## config.mk

```make
export PLATFORM = sky130hd
export DESIGN_NAME = microgreen_seq_ctrl
export DESIGN_NICKNAME = d
export VERILOG_FILES = /design/src/rtl/microgreen_pkg.sv /design/src/rtl/microgreen_feat_buf.sv /design/src/rtl/microgreen_seq_ctrl.sv
export SDC_FILE = /design/constraint.sdc
export NUM_CORES = 1
export LEC_CHECK = 0
export BUFFER_PORTS_ARGS = -buffer_cell sky130_fd_sc_hd__buf_2
export CORE_ASPECT_RATIO = 1.5
export CORE_MARGIN = 3
export CORE_UTILIZATION = 47
export CTS_BUF_LIST = sky130_fd_sc_hd__clkbuf_8
export DETAILED_ROUTE_END_ITERATION = 10
export HOLD_SLACK_MARGIN = 0.08
export PLACE_DENSITY = 0.74
export SYNTH_ARGS = -nofsm -noshare
export SYNTH_HDL_FRONTEND = slang
export SYNTH_SLANG_ARGS = --single-unit
export TNS_END_PERCENT = 30
```

## constraint.sdc

```tcl
create_clock -name clk -period 2.1 [get_ports clk]
set_input_delay 0 -clock clk [delete_from_list [all_inputs] [get_ports clk]]
set_output_delay 0 -clock clk [all_outputs]
set_load 0.01 [all_outputs]
```

## src/rtl/microgreen_pkg.sv

```systemverilog
// Shared types and defaults for the microgreen classifier sequencer.
// Holds the sequencer state encoding and the default frame/class geometry.
package microgreen_pkg;

  // Width of one sensor feature sample
  localparam int FEAT_W          = 8;

  // Default frame geometry and result width
  localparam int NUM_FEAT_DEF    = 4;
  localparam int CLASS_W_DEF     = 3;
  localparam int TIMEOUT_CYC_DEF = 255;

  // Sequencer states: gather a frame, fire the core, wait for its answer
  typedef enum logic [1:0] {
    IDLE    = 2'd0,
    COLLECT = 2'd1,
    START   = 2'd2,
    WAIT    = 2'd3
  } seq_state_t;

endpackage

```

## src/rtl/microgreen_feat_buf.sv

```systemverilog
// Indexed byte buffer that assembles a feature frame.
// Byte written with idx=k lands in feat[k*8 +: 8]; clr zeroes the whole frame.
module microgreen_feat_buf
  import microgreen_pkg::*;
#(
  parameter int NUM_FEAT = NUM_FEAT_DEF,
  parameter int IDX_W    = $clog2(NUM_FEAT)
) (
  input  logic                         clk,
  input  logic                         rst_n,
  input  logic                         clr,
  input  logic                         we,
  input  logic [IDX_W-1:0]             idx,
  input  logic [FEAT_W-1:0]            data,
  output logic [NUM_FEAT*FEAT_W-1:0]   feat
);

  genvar gi;
  generate
    for (gi = 0; gi < NUM_FEAT; gi++) begin : g_byte
      logic [FEAT_W-1:0] byte_reg;

      // Each byte lane captures data only when its own index is addressed
      always_ff @(posedge clk or negedge rst_n) begin
        if (!rst_n) begin
          byte_reg <= '0;
        end else if (clr) begin
          byte_reg <= '0;
        end else if (we && (idx == IDX_W'(gi))) begin
          byte_reg <= data;
        end
      end

      assign feat[gi*FEAT_W +: FEAT_W] = byte_reg;
    end
  endgenerate

endmodule

```

## src/rtl/microgreen_seq_ctrl.sv

```systemverilog
// Sequencer in front of the microgreen classifier core.
// Collects NUM_FEAT feature bytes over valid/ready, pulses cls_start, waits for
// cls_done and latches the class result. Dropping ena aborts to IDLE at once.
// Optional build macro SEQ_WATCHDOG_EN adds a WAIT-state watchdog that raises
// the sticky err_timeout flag after TIMEOUT_CYC cycles without cls_done; the
// flag clears on the first byte of the next frame.
module microgreen_seq_ctrl
  import microgreen_pkg::*;
#(
  parameter int NUM_FEAT    = NUM_FEAT_DEF,
  parameter int CLASS_W     = CLASS_W_DEF,
  parameter int TIMEOUT_CYC = TIMEOUT_CYC_DEF
) (
  input  logic                        clk,
  input  logic                        rst_n,
  input  logic                        ena,
  input  logic                        feat_valid,
  input  logic [FEAT_W-1:0]           feat_data,
  output logic                        feat_ready,
  output logic                        cls_start,
  output logic [NUM_FEAT*FEAT_W-1:0]  cls_feat,
  input  logic                        cls_done,
  input  logic [CLASS_W-1:0]          cls_class,
  output logic                        res_valid,
  output logic [CLASS_W-1:0]          res_class,
  output logic                        busy,
  output logic                        err_timeout
);

  localparam int               IDX_W    = $clog2(NUM_FEAT);
  localparam logic [IDX_W-1:0] LAST_IDX = IDX_W'(NUM_FEAT - 1);

  seq_state_t            state_reg;
  logic [IDX_W-1:0]      idx_reg;
  logic                  res_valid_reg;
  logic [CLASS_W-1:0]    res_class_reg;
  logic                  transfer;

`ifdef SEQ_WATCHDOG_EN
  localparam int WD_W = $clog2(TIMEOUT_CYC + 1);
  logic [WD_W-1:0]       wd_cnt_reg;
  logic                  err_timeout_reg;
`endif

  // Ready is also gated by reset so every output reads 0 while rst_n is low
  assign feat_ready = rst_n && ena && ((state_reg == IDLE) || (state_reg == COLLECT));
  assign transfer   = feat_valid && feat_ready;

  // Outputs decoded straight from the state register
  assign cls_start  = (state_reg == START);
  assign busy       = (state_reg == START) || (state_reg == WAIT);
  assign res_valid  = res_valid_reg;
  assign res_class  = res_class_reg;

`ifdef SEQ_WATCHDOG_EN
  assign err_timeout = err_timeout_reg;
`else
  assign err_timeout = 1'b0;
`endif

  // Frame assembly; an abort wipes the partially collected frame
  microgreen_feat_buf #(
    .NUM_FEAT (NUM_FEAT),
    .IDX_W    (IDX_W)
  ) u_feat_buf (
    .clk   (clk),
    .rst_n (rst_n),
    .clr   (!ena),
    .we    (transfer),
    .idx   (idx_reg),
    .data  (feat_data),
    .feat  (cls_feat)
  );

  // Sequencer FSM with result latch and optional watchdog
  always_ff @(posedge clk or negedge rst_n) begin
    if (!rst_n) begin
      state_reg       <= IDLE;
      idx_reg         <= '0;
      res_valid_reg   <= 1'b0;
      res_class_reg   <= '0;
`ifdef SEQ_WATCHDOG_EN
      wd_cnt_reg      <= '0;
      err_timeout_reg <= 1'b0;
`endif
    end else if (!ena) begin
      // Abort beats everything, including a coincident cls_done
      state_reg <= IDLE;
      idx_reg   <= '0;
    end else begin
      unique case (state_reg)
        IDLE: begin
          if (transfer) begin
            idx_reg   <= IDX_W'(1);
            state_reg <= COLLECT;
`ifdef SEQ_WATCHDOG_EN
            err_timeout_reg <= 1'b0;
`endif
          end
        end
        COLLECT: begin
          if (transfer) begin
            if (idx_reg == LAST_IDX) begin
              idx_reg   <= '0;
              state_reg <= START;
            end else begin
              idx_reg <= idx_reg + IDX_W'(1);
            end
          end
        end
        START: begin
          res_valid_reg <= 1'b0;
`ifdef SEQ_WATCHDOG_EN
          wd_cnt_reg    <= '0;
`endif
          state_reg     <= WAIT;
        end
        WAIT: begin
          if (cls_done) begin
            res_class_reg <= cls_class;
            res_valid_reg <= 1'b1;
            state_reg     <= IDLE;
          end
`ifdef SEQ_WATCHDOG_EN
          else if (wd_cnt_reg == WD_W'(TIMEOUT_CYC - 1)) begin
            err_timeout_reg <= 1'b1;
            state_reg       <= IDLE;
          end else begin
            wd_cnt_reg <= wd_cnt_reg + WD_W'(1);
          end
`endif
        end
        default: state_reg <= IDLE;
      endcase
    end
  end

endmodule

```

Yosys cells after proc, flatten, opt, wreduce, memory -nomap -nowiden
Index checks and enable logic that the tools add are counted.
{"block": "classes", "add_sub_neg": 1, "mul": 0, "n_div": 0, "n_lt_le_gt_ge": 0, "n_eq_ne": 16, "shifts": 0, "n_mux": 20, "bitwise": 0, "n_reduce_logical": 16}
{"op": "$mux W8", "n": 8}
{"op": "$mux W2", "n": 8}
{"op": "$ne A3 B2 Y1 const B", "n": 3}
{"op": "$reduce_and A3 Y1", "n": 3}
{"op": "$eq A2 B2 Y1 const B", "n": 4}
{"op": "$ne A2 B1 Y1 const B", "n": 4}
{"op": "$pmux W2 S4", "n": 1}
{"op": "$logic_and A1 B1 Y1", "n": 7}
{"op": "$eq A2 B1 Y1 const B", "n": 2}
{"op": "$logic_not A2 Y1", "n": 2}
{"op": "$pmux W2 S2", "n": 1}
{"op": "$reduce_and A4 Y1", "n": 1}
{"op": "$ne A3 B1 Y1 const B", "n": 1}
{"op": "$ne A3 B3 Y1 const B", "n": 1}
{"op": "$add A2 B1 Y2 const B", "n": 1}
{"op": "$logic_or A1 B1 Y1", "n": 2}
{"op": "$ne A2 B2 Y1 const B", "n": 1}
{"op": "$pmux W1 S2", "n": 1}
{"op": "$reduce_bool A2 Y1", "n": 1}
{"op": "$mux W1", "n": 1}
{"block": "word_totals", "reg_bits": 40, "latchBits": 0, "mem_bits_rw": 0, "rom_bits": 0, "inputBits": 16, "out_inout_bits": 40, "mem_count": 0}

Longest topological paths before layout
Gate-level depths: netlist (run 1).
{"block": "depth", "word_depth": 7, "ltp_mapped": 7, "ltp_nobuf": 5}

Hierarchy
Synthesis (run 1) repeated with hierarchy kept, for this count alone.
{"block": "unflattened", "hier_cells": 163, "hier_area_um2": 1944.4}
{"mod": "microgreen_feat_buf", "n_inst": 1, "cells_each": 116, "area_each_um2": 1445.1, "seq_area_each_um2": 800.8}
{"mod": "microgreen_seq_ctrl", "n_inst": 1, "cells_each": 47, "area_each_um2": 499.2, "seq_area_each_um2": 200.2}

Least setup slack after synthesis (run 1)
No wires, ideal clock.
{"block": "synth_timing", "path_type": "reg2reg", "from": "reg state_reg[1]", "to": "reg u_feat_buf.g_byte[0].byte_reg[2]", "setup_ns": 0.074, "arrival_ns": 1.445, "required_time_ns": 2.026, "setup_slack_ns": 0.581, "stages_incl_launch_ff": 8, "cell_sequence": "dfrtp_1 > inv_1 > ha_1 > o2111a_1 > buf_6 > and2_4 > buf_6 > o21ai_2"}
{"block": "synth_between", "elab_chain_len": 6}
{"element": "from (decl)", "line_no": "microgreen_seq_ctrl.sv:33", "text": "seq_state_t state_reg;"}
{"element": "from (signal assigned)", "line_no": "microgreen_seq_ctrl.sv:78", "text": "state_reg <= IDLE;"}
{"element": "from (signal assigned)", "line_no": "microgreen_seq_ctrl.sv:88", "text": "state_reg <= IDLE;"}
{"element": "from (signal assigned)", "line_no": "microgreen_seq_ctrl.sv:95", "text": "state_reg <= COLLECT;"}
{"element": "$eq A2 B1 Y1 or $logic_not A2 Y1 (tied branches)", "line_no": "microgreen_seq_ctrl.sv:46", "text": "assign feat_ready = rst_n && ena && ((state_reg == IDLE) || (state_reg == COLLECT));"}
{"element": "$logic_or A1 B1 Y1 (*)", "line_no": "microgreen_seq_ctrl.sv:46"}
{"element": "$logic_and A1 B1 Y1 (*)", "line_no": "microgreen_seq_ctrl.sv:46"}
{"element": "$logic_and A1 B1 Y1 (*)", "line_no": "microgreen_seq_ctrl.sv:47", "text": "assign transfer = feat_valid && feat_ready;"}
{"element": "$logic_and A1 B1 Y1 (*)", "line_no": "microgreen_feat_buf.sv:29", "text": "end else if (we && (idx == IDX_W'(gi))) begin"}
{"element": "$ne A2 B1 Y1 (no line) (*)"}
{"element": "to (signal assigned)", "line_no": "microgreen_feat_buf.sv:30", "text": "byte_reg <= data;"}
{"element": "to (decl)", "line_no": "microgreen_feat_buf.sv:21", "text": "logic [FEAT_W-1:0] byte_reg;"}
Mark *: on every way between the ends. The rest lies on a longest branch, timed or not.
A chain may end at the register's enable or synchronous reset.

Worst setup path in the final report (run 1)
{"block": "layout_timing", "from": "reg state_reg[1]", "to": "reg u_feat_buf.g_byte[2].byte_reg[3]"}
{"block": "layout_between", "elab_chain_len": 6}
{"element": "$eq A2 B1 Y1 or $logic_not A2 Y1 (tied branches)", "line_no": "microgreen_seq_ctrl.sv:46"}
{"element": "$logic_or A1 B1 Y1 (*)", "line_no": "microgreen_seq_ctrl.sv:46"}
{"element": "$logic_and A1 B1 Y1 (*)", "line_no": "microgreen_seq_ctrl.sv:46"}
{"element": "$logic_and A1 B1 Y1 (*)", "line_no": "microgreen_seq_ctrl.sv:47"}
{"element": "$logic_and A1 B1 Y1 (*)", "line_no": "microgreen_feat_buf.sv:29"}
{"element": "$ne A2 B1 Y1 (no line) (*)"}
{"element": "to (signal assigned)", "line_no": "microgreen_feat_buf.sv:30"}
{"element": "to (decl)", "line_no": "microgreen_feat_buf.sv:21"}
Marked as above.

==> results.yml, run 1 <==
worst_setup_path:
  worstSetupPathType: "reg -> reg"
  start_kind: "flop"
  cp_data_arrival_time_ns: 1.99
  critPathRequiredTime_ns: 2.25
  end_kind: "flop"
  cp_max_fo: 12
cts:
  cts_buffers: 5
  cts_tree: "done"
  clkSlewWorstSetupHoldPaths_ns: 0.07
  htree_levels: 2
  ctsResizeCount: 0
  root_buffer: "clkbuf_8"
  cts_sinks: 40
  clk_path_buf_depth: 2
  clock_latency_ns: 0.29
timing:
  clock_skew_ns: 0.01013
  tns_ns: 0
  fin_crit_ns: 1.834
  slew_headroom: 0.6367
  drv_slew: 0
  min_period_over_period: 0.8731
  setup_viol: 0
  tightest_slew_ns: 0.5450
  rsz0062_at_grt: "no"
  hold_viol: 0
  max_freq_mhz: 545.4
drt:
  wl_um: 4659
  wl_per_cell_um: 15.43
  dr.pass1.iters: 4
  drc: 0
  via_per_inst: 5.308
  drtIter0Drc: 49
  num_vias: 1603
  ant_nets: 0
outcome:
  outcome: "finished clean"
grt:
  grt_pass1_vias: 1595
  antenna_found_initial: 0
  grt.total_usage: 0.2093
  grt_overflow: 0
  grt_max_degree: 36
  grt_pass1_wl_um: 7797
synthesis:
  synth_cells: 199
  yosysUniqueCellTypes: 25
  yosys-top-cells-area: "dfrtp_1 (53%), nand3_1 (9.3%), nand2_1 (8.0%), o21ai_0 (7.2%), ha_1 (5.3%)"
  synth_area_per_cell_um2: 9.481
  netlist_area_um2: 1887
  synth_nets: 223
  ys_seq_area_frac: 0.5305
  yosysTopAreaCell: "dfrtp_1"
  synth_seq_cells: 40
  ys_warn_count: 0
  synth.top_cell.area_share: 0.5305
power_and_ir_drop:
  power_leakage_nw: 1.204
  ir_worst_vdd_v: 0.0006017
  power.density_nw_per_um2: 743.5
place:
  gp_routability_congestion: 0.8395
  dp_hpwl_um: 3204
  place_area_um2: 2162
  portBuffers: 54
job:
  drv_cap: 0
layout:
  nets: 285
  area_growth_pct: 25.13
  layout-drive-gt1-share: 0.3012
  utilization: 0.6296
  largest_register_ffs: 32
  final_area_um2: 2361
  antennaDiodeCount: 0
die:
  rows: 27
  io-pin-count: 56
  die_y_um: 83.60
  die_w_um: 57.74
  coreArea_um2: 3750
  start_util: 0.5032
  die-area_um2: 4827
worst_hold_path:
  min_path_type: "in -> async"
per-stage QoR:
step | hold WS (ns) | power [mW] | setup WS (ns) | cells
2_1_floorplan | -0.2956 | 1.150 | 0.5813 | 199
3_3_place_gp | -0.1334 | 1.283 | 0.3267 | 284
3_5_place_dp | -0.1310 | 1.297 | 0.2563 | 284
4_1_cts | 0.09413 | 1.766 | 0.2505 | 302
5_1_grt | 0.1072 | 1.869 | 0.06830 | 302
6_report | 0.09966 | 1.755 | 0.2664 | 302
final timing paths:
| kind | from | end | slack [ns] | depth (start not counted) |
|---|---|---|---|---|
| min in group clk | ena | u_feat_buf.g_byte[1].byte_reg[5] | 0.18 | 3 |
| max reg2reg | state_reg[1] | u_feat_buf.g_byte[2].byte_reg[3] | 0.27 | 5 |
| max | state_reg[1] | u_feat_buf.g_byte[2].byte_reg[3] | 0.27 | 5 |
| max in group asynchronous | rst_n | u_feat_buf.g_byte[0].byte_reg[0] | 1.29 | 3 |
| min reg2reg | res_class[1] | res_class[1] | 0.51 | 1 |
| min | rst_n | idx_reg[1] | 0.1 | 2 |
what timing repair did:
item / 4_1_cts / 5_1_grt
hold buffers: 13 / 0
hold endpoints to repair: 76 / 0
buffers inserted: 0 / 0
final cells by class:
cell class              count  area [um^2]
clock buffers               5        68.82
repair buffers             73        445.4
inverters                   5        18.77
flip-flops and latches     40         1001
multi-input cells         136        773.2
fillers                   320         1389
well taps                  43        53.80
placed cells by master (no fill, tap or decap), types with 2 or more instances in the layout:
master / count
a21oi_1: 2
mux2i_1: 2
nand3_1: 35
o21ai_2: 8
mux2_2: 3
buf_2: 54
dlygate4sd3_1: 13
buf_4: 6
and2_1: 2
inv_1: 5
dfrtp_1: 40
ha_1: 8
nand2_1: 40
clkbuf_8: 5
o21ai_0: 27
synthesized netlist by cell type:
master,number
and2_4,1
mux2i_1,2
inv_1,5
nand3_1,35
nand2_1,40
buf_2,3
buf_1,1
or2_2,1
mux2_2,3
and2_0,1
dfrtp_1,40
o2111a_1,1
nand4_1,1
o211a_1,1
clkbuf_1,10
conb_1,1
and2_1,2
buf_6,2
o21ai_2,8
a222oi_1,1
a21oi_1,2
nor2_1,1
ha_1,8
buf_4,2
o21ai_0,27
worst max-delay path, cell delays in order, from the launching register on:
cell and delay [ns]:
dfrtp_1 0.42, inv_1 0.09, ha_1 0.24, o2111a_1 0.45
and2_0 0.35, o21ai_0 0.15
power breakdown:
part,internal [mW],switching [mW]
combinational,0.178,0.251
sequential,0.830,0.0420
clock,0.214,0.240
metal layers:
| layer | share of wire | wire, um | track usage | up-vias |
|---|---|---|---|---|
| met4 | 0.024 | 110 | 0.08439 | 0 |
| met1 | 0.41 | 1930 | 0.2725 | 762 |
| met3 | 0.056 | 262 | 0.04334 | 8 |
| li1 | - | - | - | 787 |
| met2 | 0.51 | 2356 | 0.3333 | 46 |
| met5 | 0 | 0 | 0 | - |
kinds of logic (layout without fill, tap and decap cells):
family          after synthesis  count (layout)  share of synthesized area
simple gates                 82              82                     0.1956
compound gates               40              40                     0.1306
flops                        40              40                     0.5305
buf+inv                      23              83                    0.05968
fa+ha+maj                     8               8                    0.05305
mux                           5               5                    0.02851
other cells                   1               1                   0.001987
No activity file was read; power rests on OpenSTA's default activity.
==> run 2, diff against run 1 <==
- clock period: 2.1 -> 1.75 ns (I/O delays scaled with it)
==> results.yml, run 2 (synthesized netlist as in run 1, its figures left out) <==
die:
  die-area_um2: 4827
  start_util: 0.5032
  rows: 27
  io-pin-count: 56
  die_w_um: 57.74
  coreArea_um2: 3750
  die_y_um: 83.60
drt:
  dr.pass1.iters: 4
  wl_um: 4672
  via_per_inst: 5.320
  wl_per_cell_um: 15.12
  drc: 0
  num_vias: 1644
  drtIter0Drc: 70
  ant_nets: 0
timing:
  setup_viol: 0
  hold_viol: 0
  tightest_slew_ns: 0.5643
  clock_skew_ns: 0.009308
  min_period_over_period: 0.9251
  rsz0062_at_grt: "no"
  hold_slack_ns: 0.1236
  tns_ns: 0
  drv_slew: 0
  fin_crit_ns: 1.619
  slew_headroom: 0.6238
  max_freq_mhz: 617.7
place:
  dp.cells: 288
  dp_hpwl_um: 3303
  portBuffers: 54
  gp_routability_congestion: 0.7910
  place_area_um2: 2192
cts:
  clk_path_buf_depth: 2
  cts_setup_buffers: 0
  cts_sinks: 40
  root_buffer: "clkbuf_8"
  htree_levels: 2
  clock_latency_ns: 0.29
  cts_buffers: 5
  clkSlewWorstSetupHoldPaths_ns: 0.07
  cts_tree: "done"
layout:
  nets: 289
  area_growth_pct: 29.11
  utilization: 0.6497
  layout-drive-gt1-share: 0.3308
  mostFrequentLayoutCells: "buf_2 (54), nand2_1 (40), dfrtp_1 (40)"
  final_common_cell: "buf_2"
  final_area_um2: 2436
  largest_register_ffs: 32
  fin_cells: 309
  antennaDiodeCount: 0
grt:
  grt_overflow: 0
  grt_pass1_vias: 1599
  grt_pass1_wl_um: 7859
  grt_max_degree: 26
  grt.total_usage: 0.2102
  antenna_found_initial: 0
worst_hold_path:
  min_path_type: "in -> async"
worst_setup_path:
  crit_chain: "inv_1, ha_1, buf_4, a222oi_1, mux2i_1"
  slowest_delay_ns: 0.45
  cp_max_fo: 4
  end_kind: "flop"
  cp_data_arrival_time_ns: 1.82
  slowest_stage: "a222oi_1"
  start_kind: "flop"
  critPathRequiredTime_ns: 1.95
  worstSetupPathType: "reg -> reg"
power_and_ir_drop:
  ir_worst_vdd_v: 0.0006131
  power_leakage_nw: 1.249
  power.density_nw_per_um2: 951.3
job:
  drv_cap: 0
outcome:
  outcome: "finished clean"
==> run 2: where the power goes <==
group	internal (mW)	leakage, nW	switching, mW
clock	0.417	0.0593	0.309
sequential	0.995	0.554	0.0516
combinational	0.236	0.635	0.309
==> run 2: per-stage QoR <==
step	power [mW]	setup WS, ns
floorplan	1.380	0.2313
global placement	1.566	0.09927
detailed placement	1.581	0.02619
CTS	2.323	0.005853
global route	2.441	0.01168
finish	2.318	0.1311
==> run 2: metal layers <==
layer  track usage  share of wire  routed length, um  vias to the layer above
li1              -              -                  -                      797
met1        0.2778           0.42               1957                      792
met2        0.3374           0.51               2406                       49
met3       0.03251          0.045                209                        6
met4       0.08650          0.021                 98                        0
met5             0              0                  0                        -
==> run 2: area by class of cell <==
| type | instances | area [um^2] |
|---|---|---|
| well taps | 43 | 53.80 |
| inverters | 5 | 18.77 |
| clock inverters | 3 | 38.79 |
| multi-input cells | 136 | 779.5 |
| fillers | 323 | 1314 |
| repair buffers | 77 | 475.5 |
| flip-flops and latches | 40 | 1001 |
| clock buffers | 5 | 68.82 |
==> run 2: what timing repair did <==
action                                  CTS  global route
endpoints found under the setup margin    0            25
endpoints found under the hold margin    76             0
gates resized for setup                   0             5
hold buffers                             13             0
==> run 2: path summary, 6_finish.rpt <==
kind / from / to / slack [ns] / cells past startpoint
max in group asynchronous: rst_n / u_feat_buf.g_byte[2].byte_reg[4] / 1.16 / 3
min in group clk: ena / u_feat_buf.g_byte[1].byte_reg[7] / 0.14 / 3
worst max register to register: state_reg[1] / state_reg[0] / 0.13 / 5
worst min register to register: res_class[2] / res_class[2] / 0.50 / 1
worst min-delay path: rst_n / state_reg[0] / 0.12 / 2
worst max-delay path: state_reg[1] / state_reg[0] / 0.13 / 5
==> run 2: worst max-delay path, delay by kind of cell (launching register included) <==
kind                     cells  cell delay (ns)
buffers and inverters        2             0.23
AO/OA/AOI/OAI                1             0.45
adder cells (fa/ha/maj)      1             0.19
multiplexers                 1             0.27
flip-flops                   1             0.40
